File: config.mk
export PLATFORM = sky130hd
export DESIGN_NAME = ro_lap_timer
export DESIGN_NICKNAME = d
export VERILOG_FILES = /design/src/rtl/ro_lap_timer.sv
export SDC_FILE = /design/constraint.sdc
export NUM_CORES = 1
export LEC_CHECK = 0
export BUFFER_PORTS_ARGS = -buffer_cell sky130_fd_sc_hd__buf_2
export CAP_MARGIN = 25
export CORE_MARGIN = 8
export CORE_UTILIZATION = 59
export CTS_BUF_LIST = sky130_fd_sc_hd__clkbuf_16
export CTS_CLUSTER_DIAMETER = 150
export DETAILED_ROUTE_END_ITERATION = 10
export PLACE_DENSITY = 0.79
export SETUP_SLACK_MARGIN = 0.2
export SYNTH_ARGS = -nofsm -noshare
export SYNTH_HDL_FRONTEND = slang
export SYNTH_SLANG_ARGS = --single-unit
File: constraint.sdc
create_clock -name clk -period 5.2 [get_ports clk]
set_clock_uncertainty 0.15 [all_clocks]
set_input_delay 0.26 -clock clk [delete_from_list [all_inputs] [get_ports clk]]
set_output_delay 0.26 -clock clk [all_outputs]
set_load 0.01 [all_outputs]
File: src/rtl/ro_lap_timer.sv
// ro_lap_timer: ring-oscillator elapsed timer with wrap/saturate overflow and a lap-capture FIFO
// Ports: clk/rst_n oscillator clock and async active-low reset; clear/start/stop/lap/rd_en controls;
//        measuring, elapsed_count, lap_data/lap_valid/lap_full, sticky lap_dropped and overflow status.
module ro_lap_timer #(
    parameter int CNT_W   = 32,
    parameter int SHORT_W = 4,
    parameter int LAPS    = 4,
    parameter bit SAT     = 1'b0
) (
    input  logic             clk,
    input  logic             rst_n,
    input  logic             clear,
    input  logic             start,
    input  logic             stop,
    input  logic             lap,
    input  logic             rd_en,
    output logic             measuring,
    output logic [CNT_W-1:0] elapsed_count,
    output logic [CNT_W-1:0] lap_data,
    output logic             lap_valid,
    output logic             lap_full,
    output logic             lap_dropped,
    output logic             overflow
);
    localparam int HI_W = CNT_W - SHORT_W;
    localparam int PW   = $clog2(LAPS);
    logic [SHORT_W-1:0] lo_q, lo_d;
    logic [HI_W-1:0]    hi_q, hi_d;
    logic [CNT_W-1:0]   count, elapsed_q, elapsed_d;
    logic               measuring_q, measuring_d, ovf_q, ovf_d, drop_q, drop_d;
    logic [PW:0]        wr_q, wr_d, rd_q, rd_d, occ;
    logic [CNT_W-1:0]   mem_q [LAPS];
    logic               inc, wrap, push_req, pop, push;

    assign count         = {hi_q, lo_q};
    // Pointers carry one extra bit so a full FIFO is distinguishable from an empty one.
    assign occ           = wr_q - rd_q;
    assign lap_valid     = occ != '0;
    assign lap_full      = occ == (PW+1)'(LAPS);
    assign lap_data      = lap_valid ? mem_q[rd_q[PW-1:0]] : '0;
    assign measuring     = measuring_q;
    assign elapsed_count = elapsed_q;
    assign lap_dropped   = drop_q;
    assign overflow      = ovf_q;

    always_comb begin
        inc         = measuring_q & ~clear & ~stop;
        wrap        = &count;
        push_req    = lap & inc;
        pop         = rd_en & lap_valid & ~clear;
        // A pop on the same edge frees the slot a full-FIFO push needs.
        push        = push_req & (~lap_full | pop);
        // High segment only advances on low-segment carry; saturating mode freezes at all-ones.
        {hi_d, lo_d} = clear ? '0 :
                       (inc && !(SAT && wrap)) ? {(&lo_q) ? hi_q + HI_W'(1) : hi_q, lo_q + SHORT_W'(1)} :
                       count;
        measuring_d = clear ? measuring_q : stop ? 1'b0 : start ? 1'b1 : measuring_q;
        elapsed_d   = clear ? '0 : stop ? count : elapsed_q;
        ovf_d       = ~clear & (ovf_q | (inc & wrap));
        drop_d      = ~clear & (drop_q | (push_req & lap_full & ~pop));
        wr_d        = clear ? '0 : wr_q + (PW+1)'(push);
        rd_d        = clear ? '0 : rd_q + (PW+1)'(pop);
    end

    always_ff @(posedge clk or negedge rst_n) begin
        if (!rst_n) begin
            lo_q        <= '0;
            hi_q        <= '0;
            elapsed_q   <= '0;
            measuring_q <= 1'b0;
            ovf_q       <= 1'b0;
            drop_q      <= 1'b0;
            wr_q        <= '0;
            rd_q        <= '0;
        end else begin
            lo_q        <= lo_d;
            hi_q        <= hi_d;
            elapsed_q   <= elapsed_d;
            measuring_q <= measuring_d;
            ovf_q       <= ovf_d;
            drop_q      <= drop_d;
            wr_q        <= wr_d;
            rd_q        <= rd_d;
        end
    end

    // Storage needs no reset: lap_data is masked to zero whenever the FIFO is empty.
    always_ff @(posedge clk) begin
        if (push) mem_q[wr_q[PW-1:0]] <= count;
    end
endmodule

Word-level counts from Yosys, hierarchy flattened

Memory sizes are Yosys's and may differ from the RTL's.
Index checks and enable logic that the tools add are counted.

Memory bits (writable): 128
Logic and storage cells: 54
Memories: 1
Bits in registers: 73
Input bits: 7

Mux-type cells: 12
Bitwise gates (word level): 18
$add $sub $neg: 5
Equal/unequal tests: 1
Reductions and logical operators: 9

Memory list:

| name  | depth | width | rd ports | clocked after memory_dff | write ports | RTL line | text |
|---|---|---|---|---|---|---|---|
| mem_q | 4     | 32    | 1        | 0                        | 1           | 32       | `logic [CNT_W-1:0] mem_q [LAPS];` |

Operator list:

| cell                  | number |
|---|---|
| $mux 32               | 5 |
| $reduce_and 32->1     | 1 |
| $add 28x1->28 const B | 1 |
| $mux 28               | 1 |
| $and 1x1->1           | 11 |
| $reduce_bool 2->1     | 4 |
| $add 3x1->3           | 2 |
| $mux 3                | 2 |
| $add 4x1->4 const B   | 1 |
| $mux 1                | 4 |
| $not 1->1             | 4 |
| $reduce_and 2->1      | 2 |
| $reduce_and 4->1      | 1 |
| $eq 3x3->1 const B    | 1 |
| $or 1x1->1            | 3 |
| $reduce_bool 3->1     | 1 |
| $sub 3x3->3           | 1 |

Longest topological paths before layout

Depth in word-level cells: 8
Mapped depth: 14
Depth with buffers taken out: 10

Worst setup path before layout

No wires, ideal clock.

Kind: reg2reg
From: register rd_q[1]
To: memory mem_q[2][0], enable pin
Required time: 4.582 ns
Period minus slack after synthesis: 4.656 ns
Stages on the path, launching flop included: 9
Data arrival time: 4.039 ns
Path slack: 0.544 ns
Cell sequence: dfrtp_1 clkbuf_1 clkbuf_1 inv_1 ha_1 nor2b_1 xnor2_1 o31ai_1 nor3b_1

Longest elaborated chain between the ends: 8
Elaborated cells between the ends (all ways): 10
Classes of those cells: 1 x add/sub; 1 x eq/ne; 2 x mux; 5 x bitwise; 1 x reduce/logical

RTL lines:

| item                             | RTL line | text |
|---|---|---|
| start: declaration               | 31       | `logic [PW:0] wr_q, wr_d, rd_q, rd_d, occ;` |
| start signal: assignment         | 83       | `rd_q <= rd_d;` |
| $sub 3x3->3 (*)                  | 37       | `assign occ = wr_q - rd_q;` |
| $reduce_bool 3->1                | 38       | `assign lap_valid = occ != '0;` |
| $and 1x1->1 (2 in series)        | 50       | `pop = rd_en & lap_valid & ~clear;` |
| $or 1x1->1 (*)                   | 52       | `push = push_req & (~lap_full \| pop);` |
| $and 1x1->1 (*)                  | 52       |  |
| $mux 1 (*)                       | 89       | `if (push) mem_q[wr_q[PW-1:0]] <= count;` |
| $mux 1 (not written as such) (*) | 89       |  |
| end: declaration                 | 32       |  |

Mark *: on every way between the ends. The rest lies on a longest branch, timed or not.

Final worst setup path

From: register rd_q[1]
To: output lap_data[24]

Longest elaborated chain between the ends: 3
Elaborated cells between the ends (all ways): 4
Classes of those cells: 1 x add/sub; 1 x mux; 1 x reduce/logical; 1 x memory

RTL lines:

| item              | RTL line | text |
|---|---|---|
| $sub 3x3->3       | 37       |  |
| $reduce_bool 3->1 | 38       |  |
| $mux 32 (*)       | 40       | `assign lap_data = lap_valid ? mem_q[rd_q[PW-1:0]] : '0;` |
| end: declaration  | 19       | `output logic [CNT_W-1:0] lap_data,` |

Marks and branches as above.

==> impl_metrics.py <==
metrics = {
    "run_status": {
        "status": "complete, no violations",
    },
    "sta": {
        "hold_viol": 0,
        "drv_slew": 0,
        "layout_setup_ws_ns": 1.673,
        "fin_crit_ns": 3.527,
        "slew_headroom_pct": 41.95,
        "setup_viol": 0,
        "fmax_mhz": 283.5,
        "period_share_pct": 67.82,
        "worst_slew_pin_slew_ns": 0.8633,
        "tns_ns": 0,
        "rsz0062_at_grt": "no",
    },
    "logic_synthesis": {
        "synth_warnings": 0,
        "syn_nets": 554,
        "syn-instance-count": 539,
        "synth-seq-cells": 201,
        "synthArstFlopShare_pct": 36.32,
        "netlist_area_mm2": 0.008304,
        "synth.most_common_cell": "edfxtp_1",
        "synth.area.mux_share_pct": 12.66,
        "yosys.area_share.simple_pct": 10.76,
        "avgSynthCellArea_um2": 15.41,
        "yosysSeqAreaShare_pct": 68.28,
        "synth-compound-area-share_pct": 3.586,
        "yosysTopAreaCell": "edfxtp_1",
        "synthTopCellsByArea": "edfxtp_1 (46%), dfrtp_1 (22%), mux4_2 (8.7%)",
        "synth_ff_type": "edfxtp_1",
        "synth_top_area_share_pct": 46.29,
        "synthAdderAreaFrac_pct": 1.205,
        "synth_edf_count": 128,
        "synth.top_cells.by_count": "edfxtp_1 (128), dfrtp_1 (73), nor2_1 (49)",
        "yosysUniqueCellTypes": 38,
        "synth_top_family_by_area": "multiplexers",
        "synth_xor_area_share_pct": 1.477,
    },
    "setup_path": {
        "endpoint_kind": "output port",
        "path_buf_inv": 4,
        "worstPathArrival_ns": 3.12,
        "crit_cells": 9,
        "slowest_stage": "and3_1",
        "crit_fanout": 34,
        "required_ns": 4.79,
        "cpPeakStageDelay_ns": 0.61,
        "rrSetupSlack_ns": 1.80,
        "cp_top_family": "buffers and inverters",
        "start_kind": "flip-flop",
        "path_cells": "buf_4 > inv_1 > ha_1 > nor2b_1 > xnor2_1 > and3_1 > buf_4 > nor2b_1 > buf_2",
        "r2r_cells": 12,
        "setup.worst_path.class": "flip-flop to output port",
    },
    "power_and_ir_drop": {
        "internal_power_uw": 2621,
        "clockPowerShare_pct": 44.4,
        "p_sw_share_pct": 20.24,
        "comb_power_share_pct": 3.8,
        "worst_ir_drop_vdd_uv": 229.9,
        "pwr_density_cell_mw_per_mm2": 341.9,
        "power.leakage_uw": 0.003947,
        "power.switching_uw": 665.0,
        "pwr-share-seq_pct": 51.8,
    },
    "clock_network": {
        "htreeDepth": 1,
        "cts_tree": "yes",
        "clock_latency_ns": 0.48,
        "cts_buffers": 21,
        "clk_pin_slew_ns": 0.06,
        "cts-root-buf": "clkbuf_16",
        "cts_sinks": 201,
        "cts_buffer_depth": 3,
    },
    "route": {
        "routedWlPerCell_um": 21.16,
        "drc": 0,
        "detail-route-antenna-nets": 0,
        "vias": 4887,
        "wirelength_um": 17230,
        "drt_iter0_drc": 366,
        "via_per_inst": 6.004,
        "drtPass1Iterations": 5,
    },
    "cells_and_area": {
        "layout-area-overhead-vs-synth_pct": 15.75,
        "fin_nets": 635,
        "final_util_pct": 69.51,
        "drive_above_1_share_pct": 24.92,
        "n_antenna_cell": 0,
        "final_cell_area_mm2": 0.009612,
        "fill_cells": 901,
    },
    "worst_hold_path": {
        "min_path_type": "primary input to flip-flop",
        "whs_path_depth": 3,
    },
    "floorplan": {
        "die-width_um": 134.6,
        "core_area_mm2": 0.01383,
        "initial_core_util_pct": 60.06,
        "die-area_mm2": 0.01813,
        "io_pins": 76,
        "die_h_um": 134.6,
        "rows": 43,
    },
    "grt": {
        "grt_pass1_vias": 5006,
        "antenna_found_initial": 0,
        "gr-usage-all-layers_pct": 18.89,
        "grt_max_degree": 74,
        "gr-total-overflow": 0,
        "grt_pass1_wl_um": 27140,
    },
    "place": {
        "place.gp.congestion": 0.7737,
        "place_area_mm2": 0.008872,
        "place_ws_ns": 1.810,
        "dpl.hpwl_um": 10640,
        "port_buffers": 75,
    },
    "flow_run": {
        "maxCapViolCount": 0,
    },
}
[tightest hold or removal path, stage by stage]
cell and delay, ns:
buf_2 0.12, nor3_1 0.06, a22o_1 0.18
[repair_timing]
| item | in CTS | in global routing |
|---|---|---|
| endpoints found under the hold margin | 76 | 0 |
| hold buffers | 3 | 0 |
| gates resized for setup | 0 | 0 |
| buffers inserted | 0 | 0 |
[routing by layer]
metal	track usage, %	up-vias	part of all wire (%)
met4	4.679	0	1.5
met3	3.158	22	7.1
li1	-	2199	-
met5	0	-	0
met1	24.02	2466	40
met2	33.01	200	52
[stage by stage]
step / total power, uW / hold WS, ns / instances
final: 3286 / 0.03861 / 814
after global routing: 3370 / 0.04797 / 814
after CTS: 3298 / 0.03020 / 812
after detailed placement: 1855 / 0.3286 / 772
after global placement: 1852 / 0.3059 / 772
after floorplan: 1807 / -0.1856 / 539
[flip-flops by register name, indices dropped and copies added, names as in the netlist, 3 cells and up]
name and cells:
mem_q 128, wr_q 3, rd_q 3, hi_q 28
elapsed_count 32, lo_q 4
[logic make-up (layout without fill, tap and decap cells)]
kind of cell,count (synthesis),count (layout)
AO/OA/AOI/OAI,48,48
adder cells (fa/ha/maj),8,8
AND/OR/NAND/NOR,162,162
XOR/XNOR,14,14
multiplexers,65,65
flip-flops,201,201
buffers and inverters,41,136
[power by group through the flow]
| stage | logic (uW) | registers, uW | clock network, uW |
|---|---|---|---|
| 2_1_floorplan | 73.0 | 1730 | 0 |
| 3_3_place_gp | 118 | 1730 | 0 |
| 3_5_place_dp | 120 | 1730 | 0 |
| 4_1_cts | 123 | 1700 | 1470 |
| 5_1_grt | 136 | 1700 | 1530 |
| 6_report | 124 | 1700 | 1460 |
[cell usage in the layout, fill, tap and decap left out, drive strengths merged, types with 2 or more instances in the layout]
master and instances:
nand4 10, ha 8, nor3b 2, nand2 12, nor2b 38, or3 4
o31ai 16, or4 18, clkinv 12, xor2 6, clkbuf 21, nor3 4
a21oi 22, mux2i 33, mux4 32, dfrtp 73, nor4 3, dlygate4sd3 3
xnor2 8, bufinv 3, nor2 49, and3 6, buf 87, nand3 10
o21a 2, o21ai 4, edfxtp 128, inv 10
[path summary, 6_finish.rpt]
check / startpoint / end
worst max-delay path: rd_q[1] / lap_data[24]
worst min-delay path: rd_en / lap_dropped
worst max register to register: rd_q[1] / rd_q[2]
worst min register to register: overflow / overflow
max in group asynchronous: rst_n / hi_q[15]
min in group asynchronous: rst_n / lo_q[2]
[final cells by class]
type / instances / area [um^2] / area share [%]
Multi-Input combinational cell: 297 / 2489 / 25.89
Clock buffer: 21 / 525.5 / 5.467
Sequential cell: 201 / 5672 / 59.01
Timing Repair Buffer: 90 / 521.8 / 5.428
Clock inverter: 16 / 145.1 / 1.510
Tap cell: 180 / 225.2 / 2.343
Inverter: 9 / 33.78 / 0.3515
Note: power is estimated with default switching activity, not from simulation.
